<file path="config.mk">
export PLATFORM = sky130hd
export DESIGN_NAME = exec_cc_stage
export DESIGN_NICKNAME = d
export VERILOG_FILES = /design/src/rtl/y86_pkg.sv /design/src/rtl/exec_cc_stage_cond_eval.sv /design/src/rtl/exec_cc_stage.sv
export SDC_FILE = /design/constraint.sdc
export NUM_CORES = 1
export LEC_CHECK = 0
export CAP_MARGIN = 5
export CORE_AREA = 2 2 119 121
export CTS_CLUSTER_DIAMETER = 40
export DETAILED_ROUTE_END_ITERATION = 8
export DIE_AREA = 0 0 121 123
export MAX_ROUTING_LAYER = met4
export PLACE_DENSITY = 0.91
export SYNTH_ARGS = -nofsm -noshare
export SYNTH_HDL_FRONTEND = slang
export SYNTH_SLANG_ARGS = --single-unit
export TNS_END_PERCENT = 50
</file>
<file path="constraint.sdc">
create_clock -name clk -period 10.7 [get_ports clk]
set_clock_uncertainty 0.1 [all_clocks]
set_input_delay 1.605 -clock clk [delete_from_list [all_inputs] [get_ports clk]]
set_output_delay 1.605 -clock clk [all_outputs]
set_load 0.05 [all_outputs]
</file>
<file path="src/rtl/y86_pkg.sv">
// Shared Y86-64 constants and types for the Execute stage: icodes, condition
// functions, status codes, condition-code layout and the E->M register image.
package y86_pkg;

  localparam logic [3:0] IHALT   = 4'h0;
  localparam logic [3:0] INOP    = 4'h1;
  localparam logic [3:0] IRRMOVQ = 4'h2;
  localparam logic [3:0] IIRMOVQ = 4'h3;
  localparam logic [3:0] IRMMOVQ = 4'h4;
  localparam logic [3:0] IMRMOVQ = 4'h5;
  localparam logic [3:0] IOPQ    = 4'h6;
  localparam logic [3:0] IJXX    = 4'h7;
  localparam logic [3:0] ICALL   = 4'h8;
  localparam logic [3:0] IRET    = 4'h9;
  localparam logic [3:0] IPUSHQ  = 4'hA;
  localparam logic [3:0] IPOPQ   = 4'hB;

  localparam logic [3:0] C_YES = 4'h0;
  localparam logic [3:0] C_LE  = 4'h1;
  localparam logic [3:0] C_L   = 4'h2;
  localparam logic [3:0] C_E   = 4'h3;
  localparam logic [3:0] C_NE  = 4'h4;
  localparam logic [3:0] C_GE  = 4'h5;
  localparam logic [3:0] C_G   = 4'h6;

  localparam logic [2:0] STAT_AOK = 3'd1;
  localparam logic [2:0] STAT_HLT = 3'd2;
  localparam logic [2:0] STAT_ADR = 3'd3;
  localparam logic [2:0] STAT_INS = 3'd4;

  localparam logic [3:0] RNONE = 4'hF;

  localparam int CC_ZF = 2;
  localparam int CC_SF = 1;
  localparam int CC_OF = 0;

  typedef struct packed {
    logic zf;
    logic sf;
    logic of;
  } cc_t;

  localparam cc_t CC_RESET = '{zf: 1'b1, sf: 1'b0, of: 1'b0};

  typedef struct packed {
    logic [2:0]  stat;
    logic [3:0]  icode;
    logic        cnd;
    logic [63:0] valE;
    logic [63:0] valA;
    logic [3:0]  dstE;
    logic [3:0]  dstM;
  } m_reg_t;

  localparam m_reg_t M_BUBBLE = '{stat: STAT_AOK, icode: INOP, cnd: 1'b0,
                                  valE: 64'd0, valA: 64'd0,
                                  dstE: RNONE, dstM: RNONE};

endpackage

</file>
<file path="src/rtl/exec_cc_stage_cond_eval.sv">
// Combinational evaluation of the jump / conditional-move condition from
// the condition codes; undefined function codes evaluate false.
module cond_eval
  import y86_pkg::*;
(
  input  logic [3:0] ifun,
  input  cc_t        cc,
  output logic       cnd
);

  logic w_lt;
  assign w_lt = cc.sf ^ cc.of;

  always_comb begin
    cnd = 1'b0;
    case (ifun)
      C_YES:   cnd = 1'b1;
      C_LE:    cnd = w_lt | cc.zf;
      C_L:     cnd = w_lt;
      C_E:     cnd = cc.zf;
      C_NE:    cnd = ~cc.zf;
      C_GE:    cnd = ~w_lt;
      C_G:     cnd = ~w_lt & ~cc.zf;
      default: cnd = 1'b0;
    endcase
  end

endmodule

</file>
<file path="src/rtl/exec_cc_stage.sv">
// Y86-64 Execute stage: condition codes, cmov cancellation and the E->M
// pipeline register. Define CC_EXC_SUPPRESS_EN to freeze flags behind exceptions.
module exec_cc_stage
  import y86_pkg::*;
(
  input  logic        clk,
  input  logic        reset,
  input  logic [2:0]  E_stat,
  input  logic [3:0]  E_icode,
  input  logic [3:0]  E_ifun,
  input  logic [63:0] E_valA,
  input  logic [3:0]  E_dstE,
  input  logic [3:0]  E_dstM,
  input  logic [63:0] alu_sum,
  input  logic        alu_of,
  input  logic [2:0]  m_stat,
  input  logic [2:0]  W_stat,
  input  logic        M_stall,
  input  logic        M_bubble,
  output logic        e_cnd,
  output logic [3:0]  e_dstE,
  output logic [2:0]  cc,
  output logic [2:0]  M_stat,
  output logic [3:0]  M_icode,
  output logic        M_cnd,
  output logic [63:0] M_valE,
  output logic [63:0] M_valA,
  output logic [3:0]  M_dstE,
  output logic [3:0]  M_dstM
);

  cc_t    r_cc;
  m_reg_t r_m;
  m_reg_t w_m_next;
  logic   w_cond;
  logic   w_flags_ok;
  logic   w_set_cc;
  cc_t    w_cc_next;

  cond_eval u_cond_eval (
    .ifun (E_ifun),
    .cc   (r_cc),
    .cnd  (w_cond)
  );

  // Stage E: condition result and cmov destination cancellation
  assign e_cnd  = ((E_icode == IRRMOVQ) || (E_icode == IJXX)) ? w_cond : 1'b1;
  assign e_dstE = ((E_icode == IRRMOVQ) && !e_cnd) ? RNONE : E_dstE;

`ifdef CC_EXC_SUPPRESS_EN
  assign w_flags_ok = (m_stat == STAT_AOK) && (W_stat == STAT_AOK);
`else
  logic w_unused_stat;
  assign w_unused_stat = ^{m_stat, W_stat};
  assign w_flags_ok    = 1'b1;
`endif

  assign w_set_cc  = (E_icode == IOPQ) && !M_stall && w_flags_ok;
  assign w_cc_next = '{zf: (alu_sum == 64'd0), sf: alu_sum[63], of: alu_of};

  always_comb begin
    w_m_next = r_m;
    if (!M_stall) begin
      if (M_bubble) begin
        w_m_next = M_BUBBLE;
      end else begin
        w_m_next = '{stat: E_stat, icode: E_icode, cnd: e_cnd, valE: alu_sum,
                     valA: E_valA, dstE: e_dstE, dstM: E_dstM};
      end
    end
  end

  // Stage E -> M boundary: flags and pipeline register
  always_ff @(posedge clk or posedge reset) begin
    if (reset) begin
      r_cc <= CC_RESET;
      r_m  <= M_BUBBLE;
    end else begin
      if (w_set_cc) begin
        r_cc <= w_cc_next;
      end
      r_m <= w_m_next;
    end
  end

  assign cc      = r_cc;
  assign M_stat  = r_m.stat;
  assign M_icode = r_m.icode;
  assign M_cnd   = r_m.cnd;
  assign M_valE  = r_m.valE;
  assign M_valA  = r_m.valA;
  assign M_dstE  = r_m.dstE;
  assign M_dstM  = r_m.dstM;

endmodule

</file>
Word-level counts from Yosys, hierarchy flattened
Index checks and enable logic that the tools add are counted.
Widths: inputs -> output; s select.

operators by class
  eq/ne operators = 9
  multiplexer cells = 4
  bitwise gates (word level) = 5
  reduce and logical (&&, ||, !) cells = 7

operators with widths
  operator            count
  $mux 144            1
  $logic_not 64->1    1
  $eq 4x3->1 const B  5
  $eq 4x2->1 const B  3
  $pmux 1 s7          1
  $eq 4x1->1 const B  1
  $logic_not 4->1     1
  $mux 4              1
  $logic_and 1x1->1   2
  $logic_not 1->1     2
  $not 1->1           2
  $and 1x1->1         1
  $logic_or 1x1->1    1
  $mux 1              1
  $or 1x1->1          1
  $xor 1x1->1         1

word-level totals
  register bits after elaboration = 147

Depth between registers and ports, before layout
  word-level depth = 9
  gate-level depth with buffers = 5
  gate-level depth less buffers = 5

Cells and area by module
Synthesis repeated with hierarchy kept, for this count alone.

unflattened totals
  cells, all modules = 392
  area, all modules = 5,494.0 um^2

by module, submodules not included
  module         instances  cells each  area each (um^2)  seq. area each (um^2)
  exec_cc_stage  1          382         5,412.7           3,692.3
  cond_eval      1          10          81.3              0.0

Worst setup path after synthesis
No wires, ideal clock.

  path type = in2out
  start point = in E_ifun[1]
  end point = out e_cnd
  arrival time = 2.703 ns
  data required time = 8.995 ns
  setup slack = 6.292 ns
  stages on the path = 4
  buffers on the path = 0
  path through = nand2b_1 -> a21oi_1 -> o32ai_1 -> o21ai_1

on the way
  word-level cells in the longest chain between the ends = 3
  elaborated cells on any way between the ends = 9
  classes of those cells = eq/ne: 6; mux: 2; reduce/logical: 1

RTL lines
  what                                RTL line                       text
  from (decl)                         exec_cc_stage.sv:10            input logic [3:0] E_ifun,
  $eq 4x3->1 (tied with other cells)  exec_cc_stage_cond_eval.sv:16  case (ifun)
  $pmux 1 s7 *                        exec_cc_stage_cond_eval.sv:16
  $mux 1 *                            exec_cc_stage.sv:47            assign e_cnd = ((E_icode == IRRMOVQ) || (E_icode == IJXX)) ? w_cond : 1'b1;
  to (decl)                           exec_cc_stage.sv:20            output logic e_cnd,

Mark *: on every way between the ends. The rest lies on a longest branch, timed or not.

Worst setup path after layout
  start point = in E_ifun[0]
  end point = out e_dstE[1]

on the way
  word-level cells in the longest chain between the ends = 6
  elaborated cells on any way between the ends = 12
  classes of those cells = eq/ne: 6; mux: 3; reduce/logical: 3

RTL lines
  what                                RTL line                       text
  $eq 4x3->1 (tied with other cells)  exec_cc_stage_cond_eval.sv:16
  $pmux 1 s7 *                        exec_cc_stage_cond_eval.sv:16
  $mux 1 *                            exec_cc_stage.sv:47
  $logic_not 1->1 *                   exec_cc_stage.sv:48            assign e_dstE = ((E_icode == IRRMOVQ) && !e_cnd) ? RNONE : E_dstE;
  $logic_and 1x1->1 *                 exec_cc_stage.sv:48
  $mux 4 *                            exec_cc_stage.sv:48
  to (decl)                           exec_cc_stage.sv:21            output logic [3:0] e_dstE,

Marked as above.

==> metrics.cfg <==
[critical_path]
cp_top_family=buffers and inverters
slowest_delay_ns=0.84
cp_cell_sequence=clkdlybuf4s50_1, nor2b_1, a21oi_1, o32ai_1, o21ai_1, nand2b_1, clkdlybuf4s50_1
critical_path_class=in -> out
r2r-end=M_dstE[3]
reg2regPathDepth=5
cp_common_cell=clkdlybuf4s50_1
end_kind=output pin
critPathRequiredTime_ns=9.00
crit_arrival_ns=4.06
crit_buf_inv=2
crit_fanout=8
reg2reg_from=cc[2]
crit_path_start_kind=input port
crit_slowest_cell=clkdlybuf4s50_1
r2r_setup_slack_ns=8.94

[power_and_ir_drop]
ir_worst_vdd_v=0.00009676
powerDensity_mw_per_mm2=181.7
switchingPower_mw=0.5108
p_seq_share_pct=37.4
intPower_mw=1.176
p_clk_share_pct=38.2
netSwitchingFraction_pct=30.29
combPwrFrac_pct=24.3
p_leak_nw=4.023

[cts]
clock-sinks=147
htreeDepth=4
cts_buffer_depth=2
ctsHoldBuffers=0
cts.clk_slew.worst_paths_ns=0.06
post_cts_buffers=0
cts_buffers=17
post_cts_resized=0
clock_latency_ns=0.41
cts_tree=done
ctsRootBufferMaster=clkbuf_16

[sta]
rsz0062_at_grt=false
fin_crit_sh_pct=53.89
fin_crit_ns=5.766
hold_viol=0
worst_slack_ns=4.934
setup_violations=0
slew_headroom_pct=26.35
fin_tns_setup_ns=0
tightest_slew_ns=1.105
fin_hold_ws_ns=0.3922
finalMaxSlewViolations=0
max_freq_ghz=0.1734

[floorplanning]
core_area_mm2=0.01361
die_area_mm2=0.01488
die_w_um=121
num_io_pins=310
floorplan.initialDensity_pct=40.29
rows=43
die_height_um=123

[synth]
synthTopCellsByArea=dfrtp_1 (62%), a22o_1 (21%), dfstp_2 (5.3%)
avgSynthCellArea_um2=13.95
synth_xor_area_share_pct=0.3194
yosysWarnings=0
muxShareOfSynthArea_pct=0.5476
synthSimpleGateAreaFrac_pct=6.069
synth_top_family_by_area=compound AO/OA/AOI/OAI gates
syn_nets=551
syn-cell-area_mm2=0.005484
synth_area_leader_cell=dfrtp_1
synth_compound_area_share_pct=23.16
synthAdderAreaFrac_pct=0
ys_seq_area_share_pct=67.33
synthCells=393
yosysUniqueCellTypes=26
ys_seq_elements=147
yosys.area.top_type_share_pct=62.06

[grt]
grt_max_degree=104
antenna_found_initial=0
grt_pass1_wl_mm=27.23
grtUsageTotal_pct=24.72
grt_pass1_vias=5009
overflow=0

[final_layout]
drive_gt1_share_pct=8.155
fin_cells=879
diodes=0
area_growth_pct=69.31
final_cell_mix=clkdlybuf4s50_1 (302), dfrtp_1 (136), a22o_1 (132)
postLayoutCoreUtil_pct=68.21
nets=844
layout.cells.most_common=clkdlybuf4s50_1

[detailed_routing]
first_pass_iters=4
wire_per_inst_um=20.56
drt_iter0_drc=336
num_vias=4816
ant_nets=0
routed_wl_mm=18.07
via_per_inst=5.479
drc_errors=0

[placed_design]
gp_congestion=0.8526
preCtsSetupSlack_ns=4.988
dp_hpwl_mm=12.45
portBuffers=303
place_inst=847

[worst_hold_path]
hold_class=reg -> reg
hp-start=M_stat[0]
holdPathStages=2
whs_endpoint=M_stat[0]

[status]
outcome=completed

[run]
cap_violations=0

flip-flops by register name (all words and copies together) (netlist names):
name / count
M_valA: 64
M_valE: 64
M_dstE: 4
M_dstM: 4
M_icode: 4
M_stat: 3
cc: 3
M_cnd: 1
stage by stage:
| step | total power, mW | cell area, µm² |
|---|---|---|
| floorplan | 0.8699 | 5484 |
| global placement | 1.040 | 8641 |
| detailed placement | 1.049 | 8641 |
| CTS | 1.697 | 9285 |
| global route | 1.743 | 9285 |
| finish | 1.687 | 9285 |
power groups by stage:
stage / clock network [mW] / logic [mW] / registers [mW]
after global placement: 0 / 0.403 / 0.637
after global routing: 0.681 / 0.427 / 0.636
after CTS: 0.653 / 0.413 / 0.631
after detailed placement: 0 / 0.409 / 0.639
after floorplan: 0 / 0.0758 / 0.794
final: 0.645 / 0.410 / 0.631
synthesized netlist by cell type:
master    count
a21o_1        1
a21oi_1       6
a22o_1      132
a22o_2        1
buf_2        11
clkbuf_1     21
dfrtp_1     136
dfstp_2      11
inv_1         2
mux2_4        2
nand2_1       8
nand2b_1      7
nand4_1       4
nor2_1       12
nor2b_1       5
nor3_1        1
nor4_1       12
nor4_2        4
o21ai_0       7
o21ai_1       3
o31ai_1       1
o32ai_1       1
or2_2         1
or4_1         1
or4b_4        1
xor2_1        2
tightest hold or removal path, stage by stage, from the launching register on:
cell and delay, ns:
dfstp_2 0.37, nand2_1 0.05, o21ai_0 0.07
routing by layer:
layer	vias up	wire length, µm	GRT usage (%)
li1	2103	-	-
met2	252	9210	40.45
met4	0	575	11.05
met3	45	1226	6.273
met5	-	0	-
met1	2416	7058	28.97
how the worst max path moves through the flow:
stage / endpoint / cells after the start / from
finish: e_dstE[1] / 7 / E_ifun[0]
global route: e_dstE[1] / 7 / E_ifun[0]
CTS: e_dstE[1] / 7 / E_ifun[0]
detailed placement: e_dstE[1] / 7 / E_ifun[0]
global placement: e_dstE[0] / 7 / E_ifun[0]
floorplan: M_cnd / 1 / reset
layout make-up:
type                            instances  area [µm²]
Fill cell                             936        4327
Tap cell                              180       225.2
Clock buffer                           21       470.5
Clock inverter                         11       173.9
Inverter                                2       12.51
Timing Repair Buffer                  306        3053
Multi-Input combinational cell        212        1658
Sequential cell                       147        3692
kinds of logic after synthesis:
family | after synthesis
multiplexers | 2
AND/OR/NAND/NOR | 56
XOR/XNOR | 2
buffers and inverters | 34
flip-flops | 147
AO/OA/AOI/OAI | 152
Note: power is estimated with default switching activity, not from simulation.
